$ cat config.mk
export PLATFORM = sky130hd
export DESIGN_NAME = spi_acq_sequencer
export DESIGN_NICKNAME = d
export VERILOG_FILES = /design/src/rtl/spi_acq_sequencer.sv
export SDC_FILE = /design/constraint.sdc
export NUM_CORES = 1
export LEC_CHECK = 0
export CAP_MARGIN = 25
export CELL_PAD_IN_SITES_DETAIL_PLACEMENT = 0
export CELL_PAD_IN_SITES_GLOBAL_PLACEMENT = 1
export CORE_MARGIN = 3
export CORE_UTILIZATION = 42
export DETAILED_ROUTE_END_ITERATION = 10
export HOLD_SLACK_MARGIN = 0.03
export PLACE_DENSITY = 0.87
export RECOVER_POWER = 100
export SYNTH_ARGS = -nofsm -noshare
export SYNTH_HDL_FRONTEND = slang
export SYNTH_SLANG_ARGS = --single-unit
$ cat constraint.sdc
create_clock -name clk -period 2.24 [get_ports clk]
set_clock_uncertainty 0.1 [all_clocks]
set_input_delay 0.336 -clock clk [delete_from_list [all_inputs] [get_ports clk]]
set_output_delay 0.336 -clock clk [all_outputs]
set_load 0.01 [all_outputs]
$ cat src/rtl/spi_acq_sequencer.sv
// spi_acq_sequencer
//   Owns the shared SPI bus between the pre-amp gain driver and the ADC
//   capture driver. On start it programs the amp once, then fires one ADC
//   conversion per sample period, slotting amp re-programming in between
//   samples when requested. The other bus devices are held deselected.
//
// Ports
//   clk, reset                 clock, synchronous active-high reset
//   start / stop / gain_update control requests from top level
//   GO_AMP, DONE_AMP           amp driver handshake (DONE is a level)
//   SPI_CLK_AMP, SPI_MOSI_AMP  amp driver bus signals
//   GO_ADC, DONE_ADC           ADC driver handshake
//   SPI_CLK_ADC                ADC driver bus clock
//   SPI_SCK, SPI_MOSI          muxed shared bus
//   DAC_CS, SF_CE0, FPGA_INIT_B  other bus devices, held inactive (1)
//   running, sample_tick       status
//   error, overrun             sticky flags, cleared by start
//   sample_count               completed ADC transactions
//
// Build option: define SAMPLE_COUNT_EN to add the sample_count port and
// its counter.
module spi_acq_sequencer #(
  parameter int SAMPLE_DIV = 5000,
  parameter int TIMEOUT    = 4095
) (
  input  logic        clk,
  input  logic        reset,
  input  logic        start,
  input  logic        stop,
  input  logic        gain_update,
  output logic        GO_AMP,
  input  logic        DONE_AMP,
  input  logic        SPI_CLK_AMP,
  input  logic        SPI_MOSI_AMP,
  output logic        GO_ADC,
  input  logic        DONE_ADC,
  input  logic        SPI_CLK_ADC,
  output logic        SPI_SCK,
  output logic        SPI_MOSI,
  output logic        DAC_CS,
  output logic        SF_CE0,
  output logic        FPGA_INIT_B,
  output logic        running,
  output logic        sample_tick,
  output logic        error,
  output logic        overrun
`ifdef SAMPLE_COUNT_EN
  ,
  output logic [15:0] sample_count
`endif
);

  localparam int DW = (SAMPLE_DIV > 1) ? $clog2(SAMPLE_DIV) : 1;

  typedef enum logic [2:0] {
    IDLE, AMP_GO, AMP_WAIT, ARM, ADC_GO, ADC_WAIT, ERR
  } state_t;

  state_t        state, nxt;
  logic [15:0]   wd_cnt;
  logic [DW-1:0] div_cnt;
  logic          done_amp_q, done_adc_q;
  logic          stop_pend, gain_pend;
  logic          amp_rise, adc_rise, start_acc;

  assign DAC_CS      = 1'b1;
  assign SF_CE0      = 1'b1;
  assign FPGA_INIT_B = 1'b1;

  // DONE is a level that may still be high from the previous run, so only
  // a rising edge counts as completion.
  assign amp_rise  = DONE_AMP & ~done_amp_q;
  assign adc_rise  = DONE_ADC & ~done_adc_q;
  assign running   = (state != IDLE) && (state != ERR);
  assign start_acc = start && ((state == IDLE) || (state == ERR));
  assign sample_tick = running && (div_cnt == DW'(SAMPLE_DIV - 1));

  always_comb begin
    nxt      = state;
    GO_AMP   = 1'b0;
    GO_ADC   = 1'b0;
    SPI_SCK  = 1'b0;
    SPI_MOSI = 1'b0;
    case (state)
      IDLE:     if (start) nxt = AMP_GO;
      AMP_GO: begin
        GO_AMP   = 1'b1;
        SPI_SCK  = SPI_CLK_AMP;
        SPI_MOSI = SPI_MOSI_AMP;
        nxt      = AMP_WAIT;
      end
      AMP_WAIT: begin
        SPI_SCK  = SPI_CLK_AMP;
        SPI_MOSI = SPI_MOSI_AMP;
        if (amp_rise)                    nxt = ARM;
        else if (wd_cnt == 16'(TIMEOUT)) nxt = ERR;
      end
      ARM: begin
        if (stop_pend)        nxt = IDLE;
        else if (gain_pend)   nxt = AMP_GO;
        else if (sample_tick) nxt = ADC_GO;
      end
      ADC_GO: begin
        GO_ADC  = 1'b1;
        SPI_SCK = SPI_CLK_ADC;
        nxt     = ADC_WAIT;
      end
      ADC_WAIT: begin
        SPI_SCK = SPI_CLK_ADC;
        if (adc_rise)                    nxt = ARM;
        else if (wd_cnt == 16'(TIMEOUT)) nxt = ERR;
      end
      ERR:      if (start) nxt = AMP_GO;
      default:  nxt = IDLE;
    endcase
  end

  always_ff @(posedge clk) begin
    if (reset) begin
      state      <= IDLE;
      done_amp_q <= 1'b0;
      done_adc_q <= 1'b0;
      wd_cnt     <= '0;
      div_cnt    <= '0;
      stop_pend  <= 1'b0;
      gain_pend  <= 1'b0;
      error      <= 1'b0;
      overrun    <= 1'b0;
    end else begin
      state      <= nxt;
      done_amp_q <= DONE_AMP;
      done_adc_q <= DONE_ADC;

      // GO states are the only way into a WAIT state, so clearing there
      // restarts the watchdog for every transaction.
      if ((state == AMP_GO) || (state == ADC_GO))          wd_cnt <= '0;
      else if ((state == AMP_WAIT) || (state == ADC_WAIT)) wd_cnt <= wd_cnt + 16'd1;

      if (start_acc)        div_cnt <= '0;
      else if (sample_tick) div_cnt <= '0;
      else if (running)     div_cnt <= div_cnt + DW'(1);

      if (start_acc)     error <= 1'b0;
      else if (nxt == ERR) error <= 1'b1;

      // A tick is only consumable in ARM; anywhere else it is lost.
      if (start_acc)                         overrun <= 1'b0;
      else if (sample_tick && state != ARM) overrun <= 1'b1;

      if (start_acc || nxt == IDLE) stop_pend <= 1'b0;
      else if (running && stop)     stop_pend <= 1'b1;

      // A new request in the same cycle as amp completion survives.
      if (start_acc || nxt == IDLE)          gain_pend <= 1'b0;
      else if (running && gain_update)       gain_pend <= 1'b1;
      else if (state == AMP_WAIT && amp_rise) gain_pend <= 1'b0;
    end
  end

`ifdef SAMPLE_COUNT_EN
  always_ff @(posedge clk) begin
    if (reset || start_acc)                 sample_count <= '0;
    else if (state == ADC_WAIT && adc_rise) sample_count <= sample_count + 16'd1;
  end
`endif

endmodule

### Word-level counts from Yosys, hierarchy flattened

Index checks and enable logic that the tools add are counted.
Widths: inputs -> output; s select.

* output and inout bits: 11
* word-level logic and storage cells: 62
* input port bits: 10
* register bits: 38

* add/subtract/negate cells: 2
* reduce and logical (&&, ||, !) cells: 22
* eq/ne operators: 11
* multiplexer cells: 14
* bitwise logic cells: 4

Operators with widths (number)
* $mux 3: 7
* $pmux 3 s6: 1
* $add 16x1->16 const B: 1
* $eq 16x12->1 const B: 1
* $add 13x1->13 const B: 1
* $eq 13x13->1 const B: 1
* $eq 3x3->1 const B: 4
* $reduce_or 2->1: 6
* $logic_and 1x1->1: 7
* $eq 3x2->1 const B: 2
* $logic_not 3->1: 2
* $mux 1: 5
* $logic_or 1x1->1: 4
* $eq 3x1->1 const B: 1
* $ne 3x2->1 const B: 1
* $ne 3x3->1 const B: 1
* $reduce_bool 3->1: 1
* $reduce_or 3->1: 1
* $and 1x1->1: 2
* $not 1->1: 2
* $pmux 1 s2: 1
* $reduce_bool 2->1: 1

### Longest topological paths before layout

Gate-level depths: netlist of the first run.

* word-level depth: 10
* depth in mapped cells: 7
* depth with buffers taken out: 6

### Least setup slack after synthesis of the first run

OpenSTA, ideal clock, no wires.

* path kind: flip-flop to flip-flop
* from: reg state[0]
* to: reg wd_cnt[5]
* clock period less this slack: 1.623 ns
* required time: 2.075 ns
* setup time: 0.065 ns
* stages on the path, launching flop included: 8
* path buffers: 3
* arrival time: 1.459 ns
* slack: 0.617 ns
* cell sequence: dfxtp_1 > buf_4 > nor2b_1 > and2_1 > or3_1 > buf_2 > buf_6 > nor2_1

* longest elaborated chain between the ends: 3
* elaborated cells on any way between the ends: 7
* those cells by class: eq/ne: 4; reduce/logical: 3

Ends and longest elaborated chain
* from (decl): RTL line 59 `state_t state, nxt;`
* from (signal assigned): RTL line 130 `state <= nxt;`
* $eq 3x1->1 or $eq 3x3->1 (tied branches): RTL line 136 `if ((state == AMP_GO) || (state == ADC_GO)) wd_cnt <= '0;`
* $logic_or 1x1->1: RTL line 136
* $reduce_or 2->1 (no line)
* to (signal assigned): RTL line 137 `else if ((state == AMP_WAIT) || (state == ADC_WAIT)) wd_cnt <= wd_cnt + 16'd1;`
* to (decl): RTL line 60 `logic [15:0] wd_cnt;`

Several ways; a longest one is shown, not always the timed one.
A chain may end at the register's enable or synchronous reset.

### Worst setup path after layout of the first run

* from: reg state[1]
* to: out running

* longest elaborated chain between the ends: 2
* elaborated cells on any way between the ends: 3
* those cells by class: eq/ne: 1; reduce/logical: 2

Ends and longest elaborated chain
* $ne 3x3->1 or $reduce_bool 3->1 (tied branches): RTL line 74 `assign running = (state != IDLE) && (state != ERR);`
* $logic_and 1x1->1 (*): RTL line 74
* to (decl): RTL line 43 `output logic running,`

Mark *: on every way between the ends. The rest lies on a longest branch, timed or not.

==> metrics.cfg, run 1 <==
[outcome]
status = completed

[critical_path]
critPathTopFamily = buffers and inverters
critPathMaxStageDelay_ns = 0.55
path_cells = xor2_2 > buf_4 > nor2_1 > inv_2 > clkdlybuf4s50_1
crit_slowest_cell = clkdlybuf4s50_1
crit_path_end_kind = output port
worstPathRequired_ns = 1.80
start_kind = flip-flop
cp_data_arrival_time_ns = 1.72
critPathBufInv = 3
cp_max_fo = 7
crit_type = flip-flop to output port

[clock_network]
cts.sinks = 38
cts_hold_buf = 0
cts_tree = yes
htree_levels = 2
cts_root_buf = clkbuf_8
cts_buffer_depth = 2
cts_setup_buffers = 0
cts_buffers = 5
cts.reportedPaths.clkPinSlew_ns = 0.07
clk_latency_ns = 0.28

[yosys]
synth_common_cells = dfxtp_1 (38), nor2_1 (35), nand2_1 (19), xnor2_1 (14), xor2_1 (12)
synth_area_leader_cell = dfxtp_1
async_flop_share_pct = 0
ys_ff_latch = 38
synth_area_leaders = dfxtp_1 (38%), nor2_1 (6.6%), xnor2_1 (6.2%), xor2_1 (5.3%), nand2_1 (3.6%)
synth_flop_cell = dfxtp_1
synth_area_per_cell_um2 = 8.75
netlist_instances = 227
yosys_warnings = 0
syn-cell-area_mm2 = 0.00199
netlist-cell-type-count = 52
ys_seq_area_share_pct = 38.3
synth_top_area_share_pct = 38.3
synth_edf_count = 0
yosysMostFrequentCell = dfxtp_1

[global_route]
antenna_found_initial = 0
grt_pass1_vias = 1473
grt_max_degree = 17
grt_use_total_pct = 15.7
grt_overflow = 0
grt_pass1_wl_um = 6780

[detailed_routing]
antenna_left = 0
drc = 0
first_pass_iters = 4
drtIter0Drc = 95
routed-via-count = 1597
via_per_inst = 5.32
wirelength_um = 4020
routedWlPerCell_um = 13.4

[pwr]
powerDensity_mw_per_mm2 = 826
p_leak_nw = 0.818
ir_drop_mv = 0.349
power_mw = 1.88

[die]
ios = 21
core_mm2 = 0.00447
start_util_pct = 44.4
die_x_um = 74.8
die_area_mm2 = 0.00559
die_h_um = 74.8
fp-row-count = 24

[place]
place_ws_ns = 0.134
placedInstanceArea_mm2 = 0.00220
gp_congestion = 0.792
portBuffers = 17
hpwlAfterDp_um = 2900

[sta]
tns_ns = 0
hold_violations = 0
timing.slew.headroom_pct = 62.7
worst_pin_slew_ns = 0.559
grt_setup_unrepaired = no
finalSetupViolCount = 0
drv_slew = 0
period_share_pct = 96.3
fin_ws_ns = 0.0830
fmaxAchievable_ghz = 0.464
min_period_ns = 2.16

[cells_and_area]
fill_cells = 435
syn2layout_area_growth_pct = 14.7
finish.utilization_pct = 50.9
postLayoutCellArea_mm2 = 0.00228
nets = 261
layout-drive-gt1-share_pct = 10.5
antenna_cells = 0

[job]
drv_cap = 0

[worst_hold_path]
min_path_type = flip-flop to flip-flop

==> worst min-delay path: stages (launching register included) <==
cell and delay [ns]:
dfxtp_1 0.33, nand2_1 0.06, o31ai_2 0.05
==> metal layers <==
layer / GRT usage, % / vias to the layer above / routed length (um)
li1: - / 821 / -
met1: 20.9 / 735 / 2020
met2: 23.8 / 33 / 1740
met3: 3.87 / 8 / 177
met4: 7.51 / 0 / 76
met5: 0 / - / 0
==> timing repair <==
action                     CTS  global route
cloned                       0             0
setup endpoints to repair    2             3
gates resized for setup      6             3
==> cell families after synthesis <==
family,synth area share [%]
AND/OR/NAND/NOR,29.0
adder cells (fa/ha/maj),1.26
XOR/XNOR,12.3
flip-flops,38.3
AO/OA/AOI/OAI,13.3
buffers and inverters,5.10
multiplexers,0.504
other,0.189
==> cell usage in the layout (no fill, tap or decap), types with 3 or more instances in the layout <==
cell type / instances
dfxtp_1: 36
nor2_1: 35
nand2_1: 19
xnor2_1: 14
xor2_1: 12
clkdlybuf4s50_1: 11
a21oi_1: 10
nor2b_1: 6
nor3_1: 6
clkbuf_8: 6
inv_1: 5
o21ai_0: 5
and3_1: 5
nand3_1: 5
nor3b_1: 5
nand4_1: 5
dlygate4sd3_1: 4
and4_1: 3
nand2b_1: 3
or3_1: 3
conb_1: 3
buf_4: 3
==> final cells by class <==
cell class / count / area (um2) / area share (%)
Tap cell: 52 / 65.1 / 2.86
Multi-Input combinational cell: 174 / 1130 / 49.6
Inverter: 7 / 26.3 / 1.15
Sequential cell: 38 / 763 / 33.5
Clock buffer: 6 / 82.6 / 3.62
Timing Repair Buffer: 23 / 211 / 9.28
==> sequential cells by signal, summed over array words and instances (netlist names) <==
| name | count |
|---|---|
| div_cnt | 13 |
| wd_cnt | 16 |
| overrun | 1 |
| error | 1 |
| done_adc_q | 1 |
| stop_pend | 1 |
| state | 3 |
| done_amp_q | 1 |
| gain_pend | 1 |
==> power by group <==
group | total (mW) | internal [mW] | switching [mW]
Clock | 0.456 | 0.237 | 0.219
Sequential | 0.779 | 0.724 | 0.0555
Combinational | 0.647 | 0.286 | 0.361
Total | 1.88 | 1.25 | 0.635
==> stage by stage <==
stage,instances,hold WS (ns)
after global placement,294,0.348
final,300,0.369
after CTS,300,0.377
after detailed placement,294,0.359
after global routing,300,0.409
after floorplan,229,0.308
==> worst paths after layout <==
kind / start / end / slack (ns) / cells after the start
worst max-delay path: state[1] / running / 0.08 / 5
worst min register to register: error / error / 0.37 / 2
worst max register to register: state[1] / div_cnt[1] / 0.35 / 7
worst min-delay path: error / error / 0.37 / 2
Note: power is estimated with default switching activity, not from simulation.
==> run 2: changes to the inputs <==
- TNS_END_PERCENT: unset -> 50
==> results of run 2 <==
No change in the layout: final DEF, timing and power equal those of run 1.
==> run 3: changes to the inputs <==
- PLACE_DENSITY: 0.87 -> 0.84
==> metrics.cfg, run 3 (synthesized netlist as in run 1, its figures left out) <==
[outcome]
status = completed

[detailed_routing]
routed-via-count = 1613
antenna_left = 0
routedWlPerCell_um = 12.9
via_per_inst = 5.34
wirelength_um = 3910
drtIter0Drc = 83
first_pass_iters = 4
drc = 0

[cells_and_area]
fill_cells = 432
largest_register_ffs = 16
antenna_cells = 0
layout-drive-gt1-share_pct = 12.8
instances_no_fill = 302
postLayoutCellArea_mm2 = 0.00231
final_common_cell = nor2_1
syn2layout_area_growth_pct = 16.5
layout_common_cells = nor2_1 (35), dfxtp_1 (33), nand2_1 (19), xnor2_1 (14), xor2_1 (12)
largest-register = wd_cnt
nets = 261
top_regs = wd_cnt: 16 flops, div_cnt: 13 flops, state: 3 flops

[clock_network]
cts_buffers = 5
cts.reportedPaths.clkPinSlew_ns = 0.08
cts_tree = yes
htree_levels = 2
cts_root_buf = clkbuf_8
clk_latency_ns = 0.30
cts_setup_buffers = 0
cts_buffer_depth = 2
cts.sinks = 38

[sta]
tns_ns = 0
drv_slew = 0
hold_ws_ns = 0.360
period_share_pct = 95.1
timing.slew.headroom_pct = 65.0
hold_violations = 0
fmaxAchievable_ghz = 0.469
min_period_ns = 2.13
worst_pin_slew_ns = 0.526
finalSetupViolCount = 0

[worst_hold_path]
min-delay-start = error
min_path_type = flip-flop to flip-flop

[die]
die_x_um = 74.8
die_h_um = 74.8
fp-row-count = 24
core_mm2 = 0.00447
die_area_mm2 = 0.00559
ios = 21
start_util_pct = 44.4

[pwr]
p_int_mw = 1.26
powerDensity_mw_per_mm2 = 830
ir_drop_mv = 0.403
pwr-share-comb_pct = 32.8
power_switching_share_pct = 34.4
clkPwrFrac_pct = 26.0
sequentialPowerShare_pct = 41.2
p_switching_uw = 661
power_mw = 1.92
p_leak_nw = 0.849

[global_route]
grt_pass1_wl_um = 6760
antenna_found_initial = 0
grt_overflow = 0
grt_pass1_vias = 1478
grt_use_total_pct = 15.9
grt_max_degree = 17

[critical_path]
crit_path_end_kind = output port
startpoint = state[0]
worstPathRequired_ns = 1.80
start_kind = flip-flop
cp_data_arrival_time_ns = 1.69
r2r_start = state[0]
cp_max_fo = 9
crit_type = flip-flop to output port

[place]
hpwlAfterDp_um = 2860
placedInstanceArea_mm2 = 0.00220
portBuffers = 17
dp.cells = 294
gp_congestion = 0.787

[job]
drv_cap = 0

[run 3: area by class of cell]
class | count | area [um2] | area share (%)
Timing Repair Buffer | 23 | 219 | 9.46
Inverter | 7 | 26.3 | 1.14
Clock inverter | 2 | 12.5 | 0.541
Tap cell | 52 | 65.1 | 2.81
Sequential cell | 38 | 767 | 33.2
Multi-Input combinational cell | 174 | 1140 | 49.3
Clock buffer | 6 | 82.6 | 3.57
[run 3: power groups by stage]
stage | registers (mW) | logic, mW | clock network [mW]
after floorplan | 0.781 | 0.463 | 0
after global placement | 0.793 | 0.649 | 0
after detailed placement | 0.797 | 0.639 | 0
after CTS | 0.787 | 0.650 | 0.521
after global routing | 0.798 | 0.695 | 0.547
final | 0.791 | 0.630 | 0.500
[run 3: worst max-delay path: stages (launching register included)]
cell and delay (ns):
dfxtp_2 0.45, nor2b_1 0.24, and2_1 0.18, clkdlybuf4s50_1 0.54
[run 3: metal layers]
layer  GRT usage (%)  share of wire [%]  up-vias
met4            6.52                1.8        0
met3            5.34                5.3        6
met1            20.6                 50      745
met2            24.3                 42       37
li1                -                  -      825
met5               0                  0        -
[run 3: timing repair]
action | 4_1_cts | 5_1_grt
hold buffers | 0 | 0
gates resized for setup | 8 | 5
setup endpoints to repair | 4 | 5
[run 3: final timing paths]
check                           cells past startpoint  slack, ns          to
worst max-delay path                                3       0.11      GO_AMP
worst min-delay path                                2       0.36       error
worst max register to register                      6       0.38  wd_cnt[14]
worst min register to register                      2       0.36       error
[run 3: through the flow]
stage               setup slack (ns)  utilization [%]
finish                         0.110             51.7
global route                 -0.0102             51.7
CTS                          0.00872             51.7
detailed placement             0.167             49.1
global placement               0.163             49.1
floorplan                      0.617                -
